<file path="config.mk">
export PLATFORM = sky130hd
export DESIGN_NAME = sfifo_prog_flat
export DESIGN_NICKNAME = d
export VERILOG_FILES = /design/src/rtl/sfifo_prog_if.sv /design/src/rtl/sfifo_prog.sv /design/src/flat_wrapper.sv
export SDC_FILE = /design/constraint.sdc
export NUM_CORES = 2
export LEC_CHECK = 0
export CELL_PAD_IN_SITES_DETAIL_PLACEMENT = 0
export CELL_PAD_IN_SITES_GLOBAL_PLACEMENT = 1
export CORE_MARGIN = 2
export CORE_UTILIZATION = 53
export CTS_BUF_LIST = sky130_fd_sc_hd__clkbuf_8
export DETAILED_ROUTE_END_ITERATION = 10
export PLACE_DENSITY = 0.89
export SLEW_MARGIN = 20
export SYNTH_ARGS = -nofsm -noshare
export SYNTH_HDL_FRONTEND = slang
export SYNTH_SLANG_ARGS = --single-unit
</file>
<file path="constraint.sdc">
create_clock -name clk -period 3.16 [get_ports clk]
set_input_delay 0.632 -clock clk [delete_from_list [all_inputs] [get_ports clk]]
set_output_delay 0.632 -clock clk [all_outputs]
set_load 0.1 [all_outputs]
</file>
<file path="src/rtl/sfifo_prog_if.sv">
// Handshake/data bundle for sfifo_prog.
// Optional macro SFIFO_ERR_FLAGS_EN adds err_clr, overflow and underflow.
interface sfifo_prog_if #(
  parameter int unsigned WIDTH = 24,
  parameter int unsigned N     = 7
);
  logic             write;
  logic [WIDTH-1:0] wdata;
  logic             read;
  logic [WIDTH-1:0] rdata;
  logic             rvalid;
  logic             full;
  logic             empty;
  logic             almost_full;
  logic             almost_empty;
  logic [N:0]       count;
`ifdef SFIFO_ERR_FLAGS_EN
  logic             err_clr;
  logic             overflow;
  logic             underflow;

  modport master (
    output write, wdata, read, err_clr,
    input  rdata, rvalid, full, empty, almost_full, almost_empty, count,
           overflow, underflow
  );
  modport slave (
    input  write, wdata, read, err_clr,
    output rdata, rvalid, full, empty, almost_full, almost_empty, count,
           overflow, underflow
  );
`else
  modport master (
    output write, wdata, read,
    input  rdata, rvalid, full, empty, almost_full, almost_empty, count
  );
  modport slave (
    input  write, wdata, read,
    output rdata, rvalid, full, empty, almost_full, almost_empty, count
  );
`endif
endinterface

</file>
<file path="src/rtl/sfifo_prog.sv">
// Single-clock sample FIFO with occupancy count, programmable almost
// thresholds and selectable registered / first-word-fall-through read.
// Optional macro SFIFO_ERR_FLAGS_EN adds sticky overflow/underflow flags.
module sfifo_prog #(
  parameter int unsigned WIDTH     = 24,
  parameter int unsigned N         = 7,
  parameter int          AF_THRESH = 2**N - 4,
  parameter int          AE_THRESH = 4,
  parameter int unsigned FWFT      = 0
) (
  input logic         clk,
  input logic         rst,
  sfifo_prog_if.slave bus
);
  localparam int unsigned D       = 1 << N;
  localparam logic [N:0]  DEPTH_C = (N+1)'(D);
  localparam logic [N:0]  AF_C    = (N+1)'(AF_THRESH);
  localparam logic [N:0]  AE_C    = (N+1)'(AE_THRESH);

  if (AF_THRESH < 1 || AF_THRESH > int'(D)) begin : g_bad_af
    $error("sfifo_prog: AF_THRESH must lie in 1..2**N");
  end
  if (AE_THRESH < 0 || AE_THRESH > int'(D) - 1) begin : g_bad_ae
    $error("sfifo_prog: AE_THRESH must lie in 0..2**N-1");
  end

  logic [WIDTH-1:0] mem_q [D];
  logic [N-1:0]     wptr_q, wptr_d;
  logic [N-1:0]     rptr_q, rptr_d;
  logic [N:0]       count_q, count_d;
  logic             wr_ok, rd_ok;
  logic             full_w, empty_w;

  assign full_w  = (count_q == DEPTH_C);
  assign empty_w = (count_q == '0);

  // Accept/ignore decisions and next pointer/count values.
  always_comb begin
    wr_ok   = bus.write & ~full_w;
    rd_ok   = bus.read & ~empty_w;
    wptr_d  = wptr_q;
    rptr_d  = rptr_q;
    count_d = count_q;
    if (wr_ok) wptr_d = wptr_q + N'(1);
    if (rd_ok) rptr_d = rptr_q + N'(1);
    case ({wr_ok, rd_ok})
      2'b10:   count_d = count_q + (N+1)'(1);
      2'b01:   count_d = count_q - (N+1)'(1);
      default: count_d = count_q;
    endcase
  end

  // Pointer and occupancy registers.
  always_ff @(posedge clk) begin
    if (rst) begin
      wptr_q  <= '0;
      rptr_q  <= '0;
      count_q <= '0;
    end else begin
      wptr_q  <= wptr_d;
      rptr_q  <= rptr_d;
      count_q <= count_d;
    end
  end

  // Storage array; contents survive reset, only the pointers are cleared.
  always_ff @(posedge clk) begin
    if (wr_ok && !rst) mem_q[wptr_q] <= bus.wdata;
  end

  assign bus.count        = count_q;
  assign bus.full         = full_w;
  assign bus.empty        = empty_w;
  assign bus.almost_full  = (count_q >= AF_C);
  assign bus.almost_empty = (count_q <= AE_C);

  if (FWFT != 0) begin : g_fwft
    assign bus.rdata  = mem_q[rptr_q];
    assign bus.rvalid = ~empty_w;
  end else begin : g_reg
    logic [WIDTH-1:0] rdata_q, rdata_d;
    logic             rvalid_q, rvalid_d;

    // Registered read: capture the head word on an accepted pop.
    always_comb begin
      rdata_d  = rdata_q;
      rvalid_d = rd_ok;
      if (rd_ok) rdata_d = mem_q[rptr_q];
    end

    // Read-port output registers.
    always_ff @(posedge clk) begin
      if (rst) begin
        rdata_q  <= '0;
        rvalid_q <= 1'b0;
      end else begin
        rdata_q  <= rdata_d;
        rvalid_q <= rvalid_d;
      end
    end

    assign bus.rdata  = rdata_q;
    assign bus.rvalid = rvalid_q;
  end

`ifdef SFIFO_ERR_FLAGS_EN
  logic ovf_q, ovf_d;
  logic unf_q, unf_d;

  // Sticky error flags; a new event wins over a simultaneous clear.
  always_comb begin
    ovf_d = ovf_q;
    unf_d = unf_q;
    if (bus.write & full_w & ~rd_ok) ovf_d = 1'b1;
    else if (bus.err_clr)            ovf_d = 1'b0;
    if (bus.read & empty_w)          unf_d = 1'b1;
    else if (bus.err_clr)            unf_d = 1'b0;
  end

  // Error flag registers.
  always_ff @(posedge clk) begin
    if (rst) begin
      ovf_q <= 1'b0;
      unf_q <= 1'b0;
    end else begin
      ovf_q <= ovf_d;
      unf_q <= unf_d;
    end
  end

  assign bus.overflow  = ovf_q;
  assign bus.underflow = unf_q;
`endif
endmodule

</file>
<file path="src/flat_wrapper.sv">
// flat-port wrapper written by rule: the top's interface ports become plain ports
module sfifo_prog_flat 
#(
  parameter int unsigned WIDTH     = 24,
  parameter int unsigned N         = 7,
  parameter int          AF_THRESH = 2**N - 4,
  parameter int          AE_THRESH = 4,
  parameter int unsigned FWFT      = 0
)
  (clk, rst, bus_write, bus_wdata, bus_read, bus_rdata, bus_rvalid, bus_full, bus_empty, bus_almost_full, bus_almost_empty, bus_count);
  sfifo_prog_if #(.WIDTH(WIDTH), .N(N)) bus_i ();
  input logic clk;
  input logic rst;
  input wire logic [$bits(bus_i.write)-1:0] bus_write;
  input wire logic [$bits(bus_i.wdata)-1:0] bus_wdata;
  input wire logic [$bits(bus_i.read)-1:0] bus_read;
  output wire logic [$bits(bus_i.rdata)-1:0] bus_rdata;
  output wire logic [$bits(bus_i.rvalid)-1:0] bus_rvalid;
  output wire logic [$bits(bus_i.full)-1:0] bus_full;
  output wire logic [$bits(bus_i.empty)-1:0] bus_empty;
  output wire logic [$bits(bus_i.almost_full)-1:0] bus_almost_full;
  output wire logic [$bits(bus_i.almost_empty)-1:0] bus_almost_empty;
  output wire logic [$bits(bus_i.count)-1:0] bus_count;
  assign bus_i.write = bus_write;
  assign bus_i.wdata = bus_wdata;
  assign bus_i.read = bus_read;
  assign bus_rdata = bus_i.rdata;
  assign bus_rvalid = bus_i.rvalid;
  assign bus_full = bus_i.full;
  assign bus_empty = bus_i.empty;
  assign bus_almost_full = bus_i.almost_full;
  assign bus_almost_empty = bus_i.almost_empty;
  assign bus_count = bus_i.count;
  sfifo_prog #(.WIDTH(WIDTH), .N(N), .AF_THRESH(AF_THRESH), .AE_THRESH(AE_THRESH), .FWFT(FWFT)) u_core (.clk(clk), .rst(rst), .bus(bus_i));
endmodule
</file>
==> metrics.md <==
| Metric | Value |
|---|---|
| Sequential cell area | `93,200 um^2` |
| Fraction of layout cells with a size suffix above 1 | `31.5%` |
| Cell area after synthesis | `120,000 um^2` |
| Count of pins on the block boundary | `65` |
| Total of endpoints with negative setup slack in the final report | `1` |
| Final Worst Setup Slack | `-0.00226 ns` |
| Power per cell area | `679 nW/um^2` |
| Die boundary width | `479 um` |
| Cell variety after synth | `80` |
| Net count after synthesis | `5,581` |
| H-tree levels | `5` |
| Post-layout nets | `6,456` |
| Maximum net fanout on the critical path | `24` |
| Number of optimization iterations in the first detailed-route pass | `8` |
| Register bit total from synthesis | `3,119` |
| Number of global-route vias before repair | `63,729` |
| Top cells by instance count after synthesis | `sky130_fd_sc_hd__edfxtp_1, sky130_fd_sc_hd__mux4_2, sky130_fd_sc_hd__mux2i_1, sky130_fd_sc_hd__nor2_1, sky130_fd_sc_hd__a21oi_1` |
| TritonCTS clock tree | `yes` |
| Count of final max-slew check failures | `0` |
| Post-synth top flop | `sky130_fd_sc_hd__edfxtp_1` |
| Worst-case vdd ir drop | `0.000904 V` |
| Worst setup path endpoint | `u_core.bus.rdata[10]` |
| Mean post-synth cell area | `21.6 um^2` |
| Number of cells produced by synthesis | `5,543` |
| Hold Crit Class | `input port to register` |
| Number of cells traversed by the worst register-to-register path | `8` |
| Fraction of synthesized cell area taken by the top area cell type | `77.0%` |
| Biggest area contributors in the synthesized netlist | `sky130_fd_sc_hd__edfxtp_1, sky130_fd_sc_hd__mux4_2, sky130_fd_sc_hd__mux2i_1` |
| Total leakage power | `43.7 nW` |
| Global route overflow | `0` |
| GRT Total Usage | `28.5%` |
| Core footprint | `225,000 um^2` |
| Number of core rows | `174` |
| Capturing point of the worst reg2reg path | `u_core.bus.rdata[10]` |
| Unrepaired setup endpoints after global routing | `no` |
| Mean routed wirelength per cell | `33.7 um` |
| Post-synth top area cell | `sky130_fd_sc_hd__edfxtp_1` |
| Clock-pin slew on the worst setup and hold paths | `0.07 ns` |
| WL final | `330 mm` |
| EDFF count, synth | `3,072` |
| Worst setup path class | `register to register` |
| Setup clock skew after layout | `0.0920 ns` |
| Pin count of the biggest net entering global routing | `129` |
| Root buffer cell | `sky130_fd_sc_hd__clkbuf_8` |
| Crit. End Element | `register` |
| Slew at the pin closest to its max-slew limit | `1.07 ns` |
| Count of yosys warnings during synthesis | `0` |
| Number of port buffers | `64` |
| Status | `finished, violations left` |
| Reg2Reg Launch Point | `u_core.rptr_q[0]` |
| Total area of multi-input combinational cells | `25,200 um^2` |
| Violations in the final reports | `setup timing` |
| Starting density of the core | `53.3%` |
| Antenna violations before repair | `17` |
| Number of DRC violations after detailed routing | `0` |
| First-iteration detailed-routing DRC count | `10,873` |
| Most frequently used cell type in the post-synthesis netlist | `sky130_fd_sc_hd__edfxtp_1` |
| Die area | `230,000 um^2` |
| Tcrit/Tclk final | `100%` |
| Final count of hold timing violations | `0` |
| Total power after layout | `0.0944 W` |
| Insertion delay to the later sink of the worst-skew pair | `1.15 ns` |
| Setup slack of the most critical reg-to-reg path | `-0.002 ns` |
| Number of filler instances in the final layout | `14,427` |
| Endpoint arrival time on the critical path | `4.19 ns` |
| Total number of vias | `64,723` |
| Post-CTS Repair Setup Buffers | `0` |
| HPWL after DPL | `204 mm` |
| Critical path startpoint category | `register` |
| Fin util | `61.8%` |
| Min cycle time layout | `3.16 ns` |
| Maximum clock frequency | `316 MHz` |
| Post-synthesis sequential area ratio | `77.8%` |
| Inserted Clock Buffers | `467` |
| Area delta synth->final | `16.0%` |
| Number of max-cap violations | `0` |
| Chip Height | `479 um` |
| Required time of the worst setup path | `4.18 ns` |
| Final ANT Viol Nets | `0` |
| Global-route wire length before repair | `464 mm` |
| Sink count of the clock tree | `3,119` |
| Routability cong. | `0.948` |
| Critical path startpoint | `u_core.rptr_q[0]` |
| Share of flip-flops with an asynchronous set or reset after synthesis | `0%` |
| Maximum buffer depth of the clock tree | `4` |
| Detail-routed via count per cell | `6.62` |
| Headroom to the max-slew limit | `28.7%` |
-- metrics by stage --
step                cells  hold slack (ns)  worst slack, ns  area [um^2]  setup TNS, ns
floorplan            5543            0.511           -0.145       120000        -192.21
global placement     8930            0.524           -0.173       130000         -0.174
detailed placement   8930            0.525           -0.160       130000         -0.319
CTS                  9769           0.0117           0.0137       139000              0
global route         9770           0.0579          0.00346       139000              0
finish               9779           0.0820         -0.00226       139000       -0.00226
-- worst max-delay path, cell delays in order, from the launching register on --
cell,delay [ns]
sky130_fd_sc_hd__dfxtp_4,0.55
sky130_fd_sc_hd__buf_12,0.27
sky130_fd_sc_hd__buf_4,0.26
sky130_fd_sc_hd__mux4_2,0.53
sky130_fd_sc_hd__a22oi_1,0.47
sky130_fd_sc_hd__a311o_1,0.35
sky130_fd_sc_hd__buf_12,0.15
sky130_fd_sc_hd__o311ai_0,0.20
sky130_fd_sc_hd__a22o_1,0.24
-- kinds of logic after synthesis --
| kind of cell | Yosys count | synth area share [%] |
|---|---|---|
| flip-flops | 3119 | 77.8 |
| multiplexers | 962 | 14.7 |
| AO/OA/AOI/OAI | 637 | 3.76 |
| AND/OR/NAND/NOR | 474 | 1.88 |
| buffers and inverters | 324 | 1.57 |
| XOR/XNOR | 17 | 0.124 |
| adder cells (fa/ha/maj) | 10 | 0.111 |
-- cell type report --
class | count | share of cell area, %
Sequential cell | 3119 | 67.1
Inverter | 8 | 0.0234
Multi-Input combinational cell | 2100 | 18.1
Antenna cell | 10 | 0.0180
Clock inverter | 342 | 1.28
Timing Repair Buffer | 722 | 5.91
Clock buffer | 486 | 4.81
Tap cell | 2992 | 2.69
-- what timing repair did --
action                                  4_1_cts  5_1_grt
endpoints found under the setup margin        6       12
hold buffers                                 11        0
pin swaps                                     1        0
endpoints found under the hold margin       172        0
gates resized for setup                      12       13
-- worst min-delay path by stage --
stage                        start  cells past startpoint  slack, ns                   end
4_1_cts               bus_wdata[8]                      1       0.01  u_core.mem_q[113][8]
6_report              bus_wdata[1]                      2       0.08   u_core.mem_q[19][1]
2_1_floorplan     u_core.wptr_q[1]                      2       0.51      u_core.wptr_q[1]
3_5_place_dp   u_core.bus.count[4]                      2       0.52   u_core.bus.count[4]
3_3_place_gp   u_core.bus.count[4]                      2       0.52   u_core.bus.count[4]
5_1_grt               bus_wdata[1]                      2       0.06   u_core.mem_q[19][1]
-- state kept, by name, summed over array words and instances (netlist names) --
name,flops
u_core.mem_q,3072
u_core.bus.count,8
u_core.wptr_q,7
u_core.bus.rvalid,1
u_core.rptr_q,7
u_core.bus.rdata,24
-- layout by cell type (no fill, tap or decap), drive strengths merged, types with 15 or more instances in the layout --
master | synthesis | layout
edfxtp | 3072 | 3072
nand4 | 20 | 20
a221oi | 48 | 48
dfxtp | 47 | 47
mux2 | 43 | 43
a22oi | 70 | 70
nor2b | 43 | 43
nand2 | 104 | 104
a211oi | 69 | 69
mux4 | 635 | 635
buf | 211 | 708
clkbuf | 105 | 486
o21ai | 76 | 76
o211ai | 15 | 15
a21oi | 106 | 106
a211o | 15 | 15
mux2i | 284 | 284
a2111oi | 17 | 17
o221ai | 51 | 51
clkinv | 3 | 161
nand3 | 30 | 30
a22o | 31 | 31
nor2 | 188 | 188
inv | 5 | 168
o22ai | 78 | 78
-- layer usage --
metal,up-vias,global-route usage [%],share of wire (%)
li1,25318,-,-
met1,33246,37.6,34
met2,5272,43.4,46
met3,875,7.88,13
met4,12,15.8,6.3
met5,-,0,0.022
-- power by group --
group | switching (W) | internal (W) | total [W]
Sequential | 0.000402 | 0.0457 | 0.0461
Combinational | 0.0104 | 0.00755 | 0.0179
Clock | 0.0151 | 0.0153 | 0.0304
Total | 0.0258 | 0.0685 | 0.0944
No activity file was read; power rests on OpenSTA's default activity.
